File: src/rtl/lpc_sink_ram_ctrl.sv
// lpc_sink_ram_ctrl
// Write-side sequencer for the LPC sink RAM. Accepts an Avalon-ST sample
// stream and writes it into one port of the dual-port RAM as a ping-pong
// frame buffer: two banks of 2^(ADDR_W-1) words each. Each completed frame
// is reported to the host, which reads it through the other RAM port and
// acknowledges it. When both banks are full the source is back-pressured
// and a sticky overflow flag records the stall; no samples are dropped.
//
// Ports:
//   clk, reset_n           clock, asynchronous active-low reset
//   enable                 capture enable (resumes mid-frame when re-raised)
//   snk_data/valid/ready   Avalon-ST sink for samples
//   ram_address/chipselect/write/writedata/byteenable
//                          Avalon-MM master towards the RAM write port;
//                          address is {bank, idx}
//   frame_ready            at least one full bank awaits acknowledge
//   frame_bank             oldest full bank (valid while frame_ready)
//   frame_ack              one-cycle pulse freeing frame_bank
//   overflow, overflow_clr sticky stall flag and its clear
//   frame_count            completed frames, wraps at 16 bits
module lpc_sink_ram_ctrl #(
  parameter int ADDR_W    = 13,
  parameter int DATA_W    = 16,
  parameter int FRAME_LEN = 160
) (
  input  logic                clk,
  input  logic                reset_n,
  input  logic                enable,
  input  logic [DATA_W-1:0]   snk_data,
  input  logic                snk_valid,
  output logic                snk_ready,
  output logic [ADDR_W-1:0]   ram_address,
  output logic                ram_chipselect,
  output logic                ram_write,
  output logic [DATA_W-1:0]   ram_writedata,
  output logic [DATA_W/8-1:0] ram_byteenable,
  output logic                frame_ready,
  output logic                frame_bank,
  input  logic                frame_ack,
  output logic                overflow,
  input  logic                overflow_clr,
  output logic [15:0]         frame_count
);

  localparam int IDX_W = ADDR_W - 1;
  localparam logic [IDX_W-1:0] LAST_IDX = IDX_W'(FRAME_LEN - 1);

  typedef enum logic [1:0] {
    IDLE      = 2'd0,
    FILL      = 2'd1,
    WAIT_FREE = 2'd2
  } state_t;

  state_t             state, state_nxt;
  logic [1:0]         full, full_nxt;
  logic               wr_bank, wr_bank_nxt;
  logic               rd_bank;
  logic [IDX_W-1:0]   idx;
  logic               accept;
  logic               last_beat;
  logic               ack_eff;

  logic               wr_p1;
  logic [ADDR_W-1:0]  addr_p1;
  logic [DATA_W-1:0]  data_p1;

  assign snk_ready = (state == FILL);
  assign accept    = snk_valid & snk_ready;
  assign last_beat = accept && (idx == LAST_IDX);
  // An ack with nothing pending is ignored.
  assign ack_eff   = frame_ack & (|full);

  // Bank occupancy after this edge. The acked bank is always the older one,
  // so it can never be the bank being completed in the same cycle.
  always_comb begin
    full_nxt = full;
    if (ack_eff)   full_nxt[rd_bank] = 1'b0;
    if (last_beat) full_nxt[wr_bank] = 1'b1;
  end

  assign wr_bank_nxt = last_beat ? ~wr_bank : wr_bank;

  // Whenever capture is enabled the FSM is in FILL exactly when the bank it
  // will write next is free after this edge; using the post-ack occupancy
  // lets a coincident ack skip the WAIT_FREE cycle.
  always_comb begin
    state_nxt = state;
    if (!enable) begin
      state_nxt = IDLE;
    end else begin
      case (state)
        IDLE, FILL, WAIT_FREE:
          state_nxt = full_nxt[wr_bank_nxt] ? WAIT_FREE : FILL;
        default:
          state_nxt = IDLE;
      endcase
    end
  end

  always_ff @(posedge clk or negedge reset_n) begin
    if (!reset_n) begin
      state       <= IDLE;
      full        <= 2'b00;
      wr_bank     <= 1'b0;
      rd_bank     <= 1'b0;
      idx         <= '0;
      frame_count <= 16'd0;
      overflow    <= 1'b0;
    end else begin
      state   <= state_nxt;
      full    <= full_nxt;
      wr_bank <= wr_bank_nxt;
      if (ack_eff) rd_bank <= ~rd_bank;
      if (accept) idx <= last_beat ? '0 : idx + 1'b1;
      if (last_beat) frame_count <= frame_count + 16'd1;
      // Set has priority over a simultaneous clear.
      if (state == WAIT_FREE && snk_valid) overflow <= 1'b1;
      else if (overflow_clr)               overflow <= 1'b0;
    end
  end

  // Stage p1: registered RAM write, one cycle after the accepted beat.
  // Address and data hold their last values between writes.
  always_ff @(posedge clk or negedge reset_n) begin
    if (!reset_n) begin
      wr_p1   <= 1'b0;
      addr_p1 <= '0;
      data_p1 <= '0;
    end else begin
      wr_p1 <= accept;
      if (accept) begin
        addr_p1 <= {wr_bank, idx};
        data_p1 <= snk_data;
      end
    end
  end

  assign ram_chipselect = wr_p1;
  assign ram_write      = wr_p1;
  assign ram_address    = addr_p1;
  assign ram_writedata  = data_p1;
  assign ram_byteenable = '1;

  assign frame_ready = |full;
  assign frame_bank  = rd_bank;

endmodule

File: config.mk
export PLATFORM = sky130hd
export DESIGN_NAME = lpc_sink_ram_ctrl
export DESIGN_NICKNAME = d
export VERILOG_FILES = /design/src/rtl/lpc_sink_ram_ctrl.sv
export SDC_FILE = /design/constraint.sdc
export NUM_CORES = 1
export LEC_CHECK = 0
export ABC_CLOCK_PERIOD_IN_PS = 2200
export BUFFER_PORTS_ARGS = -buffer_cell sky130_fd_sc_hd__buf_2
export CAP_MARGIN = 20
export CORE_UTILIZATION = 52
export CTS_CLUSTER_SIZE = 16
export DETAILED_ROUTE_END_ITERATION = 10
export HOLD_SLACK_MARGIN = 0.1
export PLACE_DENSITY_LB_ADDON = 0.08
export SKIP_CTS_REPAIR_TIMING = 1
export SYNTH_ARGS = -nofsm -noshare
export SYNTH_HDL_FRONTEND = slang
export SYNTH_SLANG_ARGS = --single-unit
export TNS_END_PERCENT = 30
File: constraint.sdc
create_clock -name clk -period 2.2 [get_ports clk]
set_clock_uncertainty 0.1 [all_clocks]
set_input_delay 0.22 -clock clk [delete_from_list [all_inputs] [get_ports clk]]
set_output_delay 0.22 -clock clk [all_outputs]
set_load 0.05 [all_outputs]
* After elaboration in Yosys (flattened, before gate mapping) *
Index checks and enable logic that the tools add are counted.

word-level totals
  logic and storage cells = 50
  bits of input ports = 22
  flip-flop bits (word level) = 65

operators by class
  bitwise logic cells = 7
  multiplexer cells = 15
  $lt $le $gt $ge = 5
  add/sub/neg operators = 2
  reduce and logical (&&, ||, !) cells = 8
  eq/ne operators = 3

operators by type and width
  kind                                                         count
  adder 16 x 1 -> 16 bit (second input constant)               1
  adder 12 x 1 -> 12 bit (second input constant)               1
  == test 12 x 8 -> 1 bit (second input constant)              1
  2-to-1 mux 12 bit                                            1
  2-to-1 mux 2 bit                                             5
  2-to-1 mux 1 bit                                             7
  less-than comparator 1 x 2 -> 1 bit (second input constant)  3
  logical AND 1 bit                                            4
  OR reduction 3 bit                                           1
  bitwise AND 1 bit                                            2
  bitwise AND 2 bit                                            1
  demux 1 bit (select 1 bit)                                   2
  == test 2 x 1 -> 1 bit (second input constant)               1
  == test 2 bit (second input constant)                        1
  >= comparator 1 bit (second input constant)                  2
  logical NOT 2 bit                                            1
  NOT 1 bit                                                    2
  NOT 2 bit                                                    1
  OR 2 bit                                                     1
  nonzero test 2 bit                                           1
  OR reduction 2 bit                                           1

* Depth between registers and ports, before layout *
  depth after elaboration = 14
  gate-level depth with buffers = 7

* Worst setup path after synthesis *
Ideal clock, no wire load.

  path type = flip-flop to flip-flop
  start = reg frame_count[4]
  end = reg frame_count[10]
  data required time = 2.018 ns
  path slack = 0.425 ns
  period minus slack after synthesis = 1.775 ns
  buffers on the path = 0
  stages on the path, launching flop included = 5
  setup time = 0.082 ns
  data arrival time = 1.593 ns
  path through = dfrtp_1 > and3_1 > nand2_1 > nor4_2 > xor2_1

between the ends
  cells in the longest elaborated chain, start to end = 1

RTL lines
  what                    RTL line  source
  from (decl)             42        output logic [15:0] frame_count
  from (signal assigned)  115       if (last_beat) frame_count <= frame_count + 16'd1;
  adder 16 x 1 -> 16 bit  115

No other way between the ends.
A chain may end at the register's enable or synchronous reset.

* Worst setup path in the final report *
  start = reg idx[0]
  end = reg frame_count[15]

between the ends
  cells in the longest elaborated chain, start to end = 2

RTL lines
  what                     RTL line  source
  from (decl)              58        logic [IDX_W-1:0] idx;
  from (signal assigned)   114       if (accept) idx <= last_beat ? '0 : idx + 1'b1;
  == test 12 x 8 -> 1 bit  69        assign last_beat = accept && (idx == LAST_IDX);
  logical AND 1 bit        69

No other way between the ends.

==> metrics.md <==
| Metric | Value |
|---|---|
| Status | `finished clean` |
| Initial Util | `0.549` |
| H-tree levels | `3` |
| Core footprint | `about 0.0052 mm²` |
| Syn Area/Cell | `about 10 µm²` |
| Net switching power | `around 0.001 W` |
| DP Area | `between 0.003 and 0.004 mm²` |
| TritonCTS clock tree | `yes` |
| Fin. Hold Viols | `0` |
| Design area | `around 0.0037 mm²` |
| DRT iter0 DRCs | `between 100 and 150` |
| DR vias | `around 2,200` |
| Final Wtd Congestion | `just under 0.8` |
| Horiz. Die Dim | `between 70 and 80 µm` |
| Critical Path Sink Type | `flop` |
| Die H | `75.9 µm` |
| Crit Path Class | `flop to flop` |
| Fin Setup TNS | `0 ps` |
| Synth cell types | `40` |
| Sw Ratio | `0.325` |
| Reg clk slew, reported paths | `about 70 ps` |
| Power consumption | `~0.003 W` |
| Post-synth EDFFs | `0` |
| I/O pins | `75` |
| Die area | `~0.0058 mm²` |
| Number of core rows | `26` |
| Largest net degree at the start of global routing | `66` |
| Synthesized area | `approximately 0.0028 mm²` |
| Synth Warn # | `0` |
| Bufs on Longest Clock Path | `2` |
| Routed wire length | `about 5.6 mm` |
| First-pass GRT wire length | `between 8 and 9 mm` |
| I/O Buffers | `72` |
| ANT cells | `0` |
| Path category of the worst min-delay check | `primary input to async pin` |
| VDD IR-drop max | `between 0.8 and 0.9 mV` |
| R2R Setup Slk | `around 310 ps` |
| Max Clk Rate | `roughly 530 MHz` |
| Final Cycle Share | `0.861` |
| LEAKAGE | `between 2 and 2.5 nW` |
| Synth async-reset ratio | `1.00` |
| All-Layer GR Usage | `0.208` |
| Worst Setup Start Kind | `flop` |
| Worst-path fanout max | `16` |
| CTS Buf Count | `9` |
| Initial antenna violation count | `0` |
| Clk sinks | `65` |
| Area grow syn2layout | `29.0%` |
| GRT overflow | `0` |
| Worst Path Required | `roughly 2400 ps` |
| Clock power share | `0.319` |
| Final HPWL DP | `3.60 mm` |
| Main synth FF type | `dfrtp_1` |
| Pre-antenna DRT Iters | `4` |
| WHS | `322 ps` |
| RSZ-0062 raised after global routing | `false` |
| Maxcap violations | `0` |
| Reg power frac | `0.476` |
| Slew Viols, Final | `0` |
| Register area share after synthesis | `0.573` |
| Final nets | `between 400 and 500` |
| Clock latency on the worst-skew pair | `roughly 330 ps` |
| WP data arrival | `approximately 2000 ps` |
| Fin util | `0.708` |
| Number of global-route vias before repair | `between 1,500 and 2,000` |
| Logic pwr share | `0.205` |
| Int Pwr | `a little over 0.002 W` |
| DRC violations left | `0` |
| Syn Inst Count | `~280` |
| #FFs+latches synth | `65` |
| Final Setup Violations | `0` |
| Post-DRT Antenna Nets | `0` |
| Layout cell share with drive strength beyond 1 | `0.280` |
| DR vias/cell | `4.91` |
| Root buffer cell | `clkbuf_8` |
| Pwr Density | `roughly 800 mW/mm²` |
| Wirelength per Cell | `between 10 and 15 µm` |
| Period minus WS final | `roughly 1900 ps` |
==> worst max-delay path, cell delays in order (launching register included) <==
cell	delay (ps)
dfrtp_1	420
ha_1	210
nand3_2	140
nand4bb_1	220
buf_4	230
nor4_2	320
xor2_1	170
==> state kept, by name (all words and copies together) (netlist names) <==
signal          cells
idx                12
ram_chipselect      1
full                2
frame_bank          1
ram_address        13
ram_writedata      16
wr_bank             1
overflow            1
frame_count        16
state               2
==> area by class of cell <==
cell class	instances	area [µm²]
Timing Repair Buffer	99	628
Clock buffer	14	183
Tap cell	70	87.6
Multi-Input combinational cell	198	1110
Fill cell	403	1510
Inverter	4	15.0
Clock inverter	2	10.0
Sequential cell	65	1630
==> worst paths after layout <==
| path | from | to | cells after the start |
|---|---|---|---|
| max | idx[0] | frame_count[15] | 6 |
| min | reset_n | ram_writedata[3] | 3 |
| max reg2reg | idx[0] | frame_count[15] | 6 |
| min reg2reg | frame_count[15] | frame_count[15] | 1 |
| max in group asynchronous | reset_n | frame_count[3] | 3 |
| min in group clk | frame_count[15] | frame_count[15] | 1 |
==> power groups by stage <==
stage	combinational (W)	sequential [W]	clock, W
floorplan	0.000168	0.00169	0
global placement	0.000585	0.00144	0
detailed placement	0.000591	0.00144	0
CTS	0.000593	0.00142	0.000979
global route	0.000663	0.00145	0.00103
finish	0.000615	0.00143	0.000954
==> metal layers <==
layer | GRT usage | share of wire | up-vias
met1 | 0.282 | 0.47 | 1062
met4 | 0.0864 | 0.011 | 0
met2 | 0.324 | 0.48 | 50
met5 | 0 | 0 | -
li1 | - | - | 1103
met3 | 0.0476 | 0.038 | 6
==> kinds of logic after synthesis <==
| logic type | Yosys count | synth area share |
|---|---|---|
| simple gates | 155 | 0.269 |
| other cells | 1 | 0.00132 |
| xor+xnor | 26 | 0.0802 |
| fa+ha+maj | 2 | 0.00881 |
| compound gates | 13 | 0.0308 |
| buf+inv | 19 | 0.0366 |
| flops | 65 | 0.573 |
==> cells in the final DEF, fill, tap and decap left out, types with 6 or more instances in the layout <==
master / count
nand2_1: 108
buf_2: 72
dfrtp_1: 65
dlygate4sd3_1: 21
xor2_1: 16
clkbuf_8: 13
xnor2_1: 10
nor4_2: 6
nor2_1: 6
==> metrics by stage <==
step	worst slack (ps)	cells
3_3_place_gp	402	415
5_1_grt	183	452
3_5_place_dp	328	415
4_1_cts	309	431
6_report	307	452
2_1_floorplan	425	282
==> cells in the mapped netlist, drive strengths merged (4+ instances only) <==
cell type	n	area, µm²
xor2	16	140
nor4	8	103
dfrtp	65	1630
and3	5	31.3
o21ai	5	25.0
inv	4	15.0
nand3	6	35.0
nand4	5	31.3
buf	8	62.6
clkbuf	7	26.3
nand2	108	405
nor2	6	22.5
xnor2	10	87.6
nor3	6	45.0
Power figures use the tool's default switching activity.
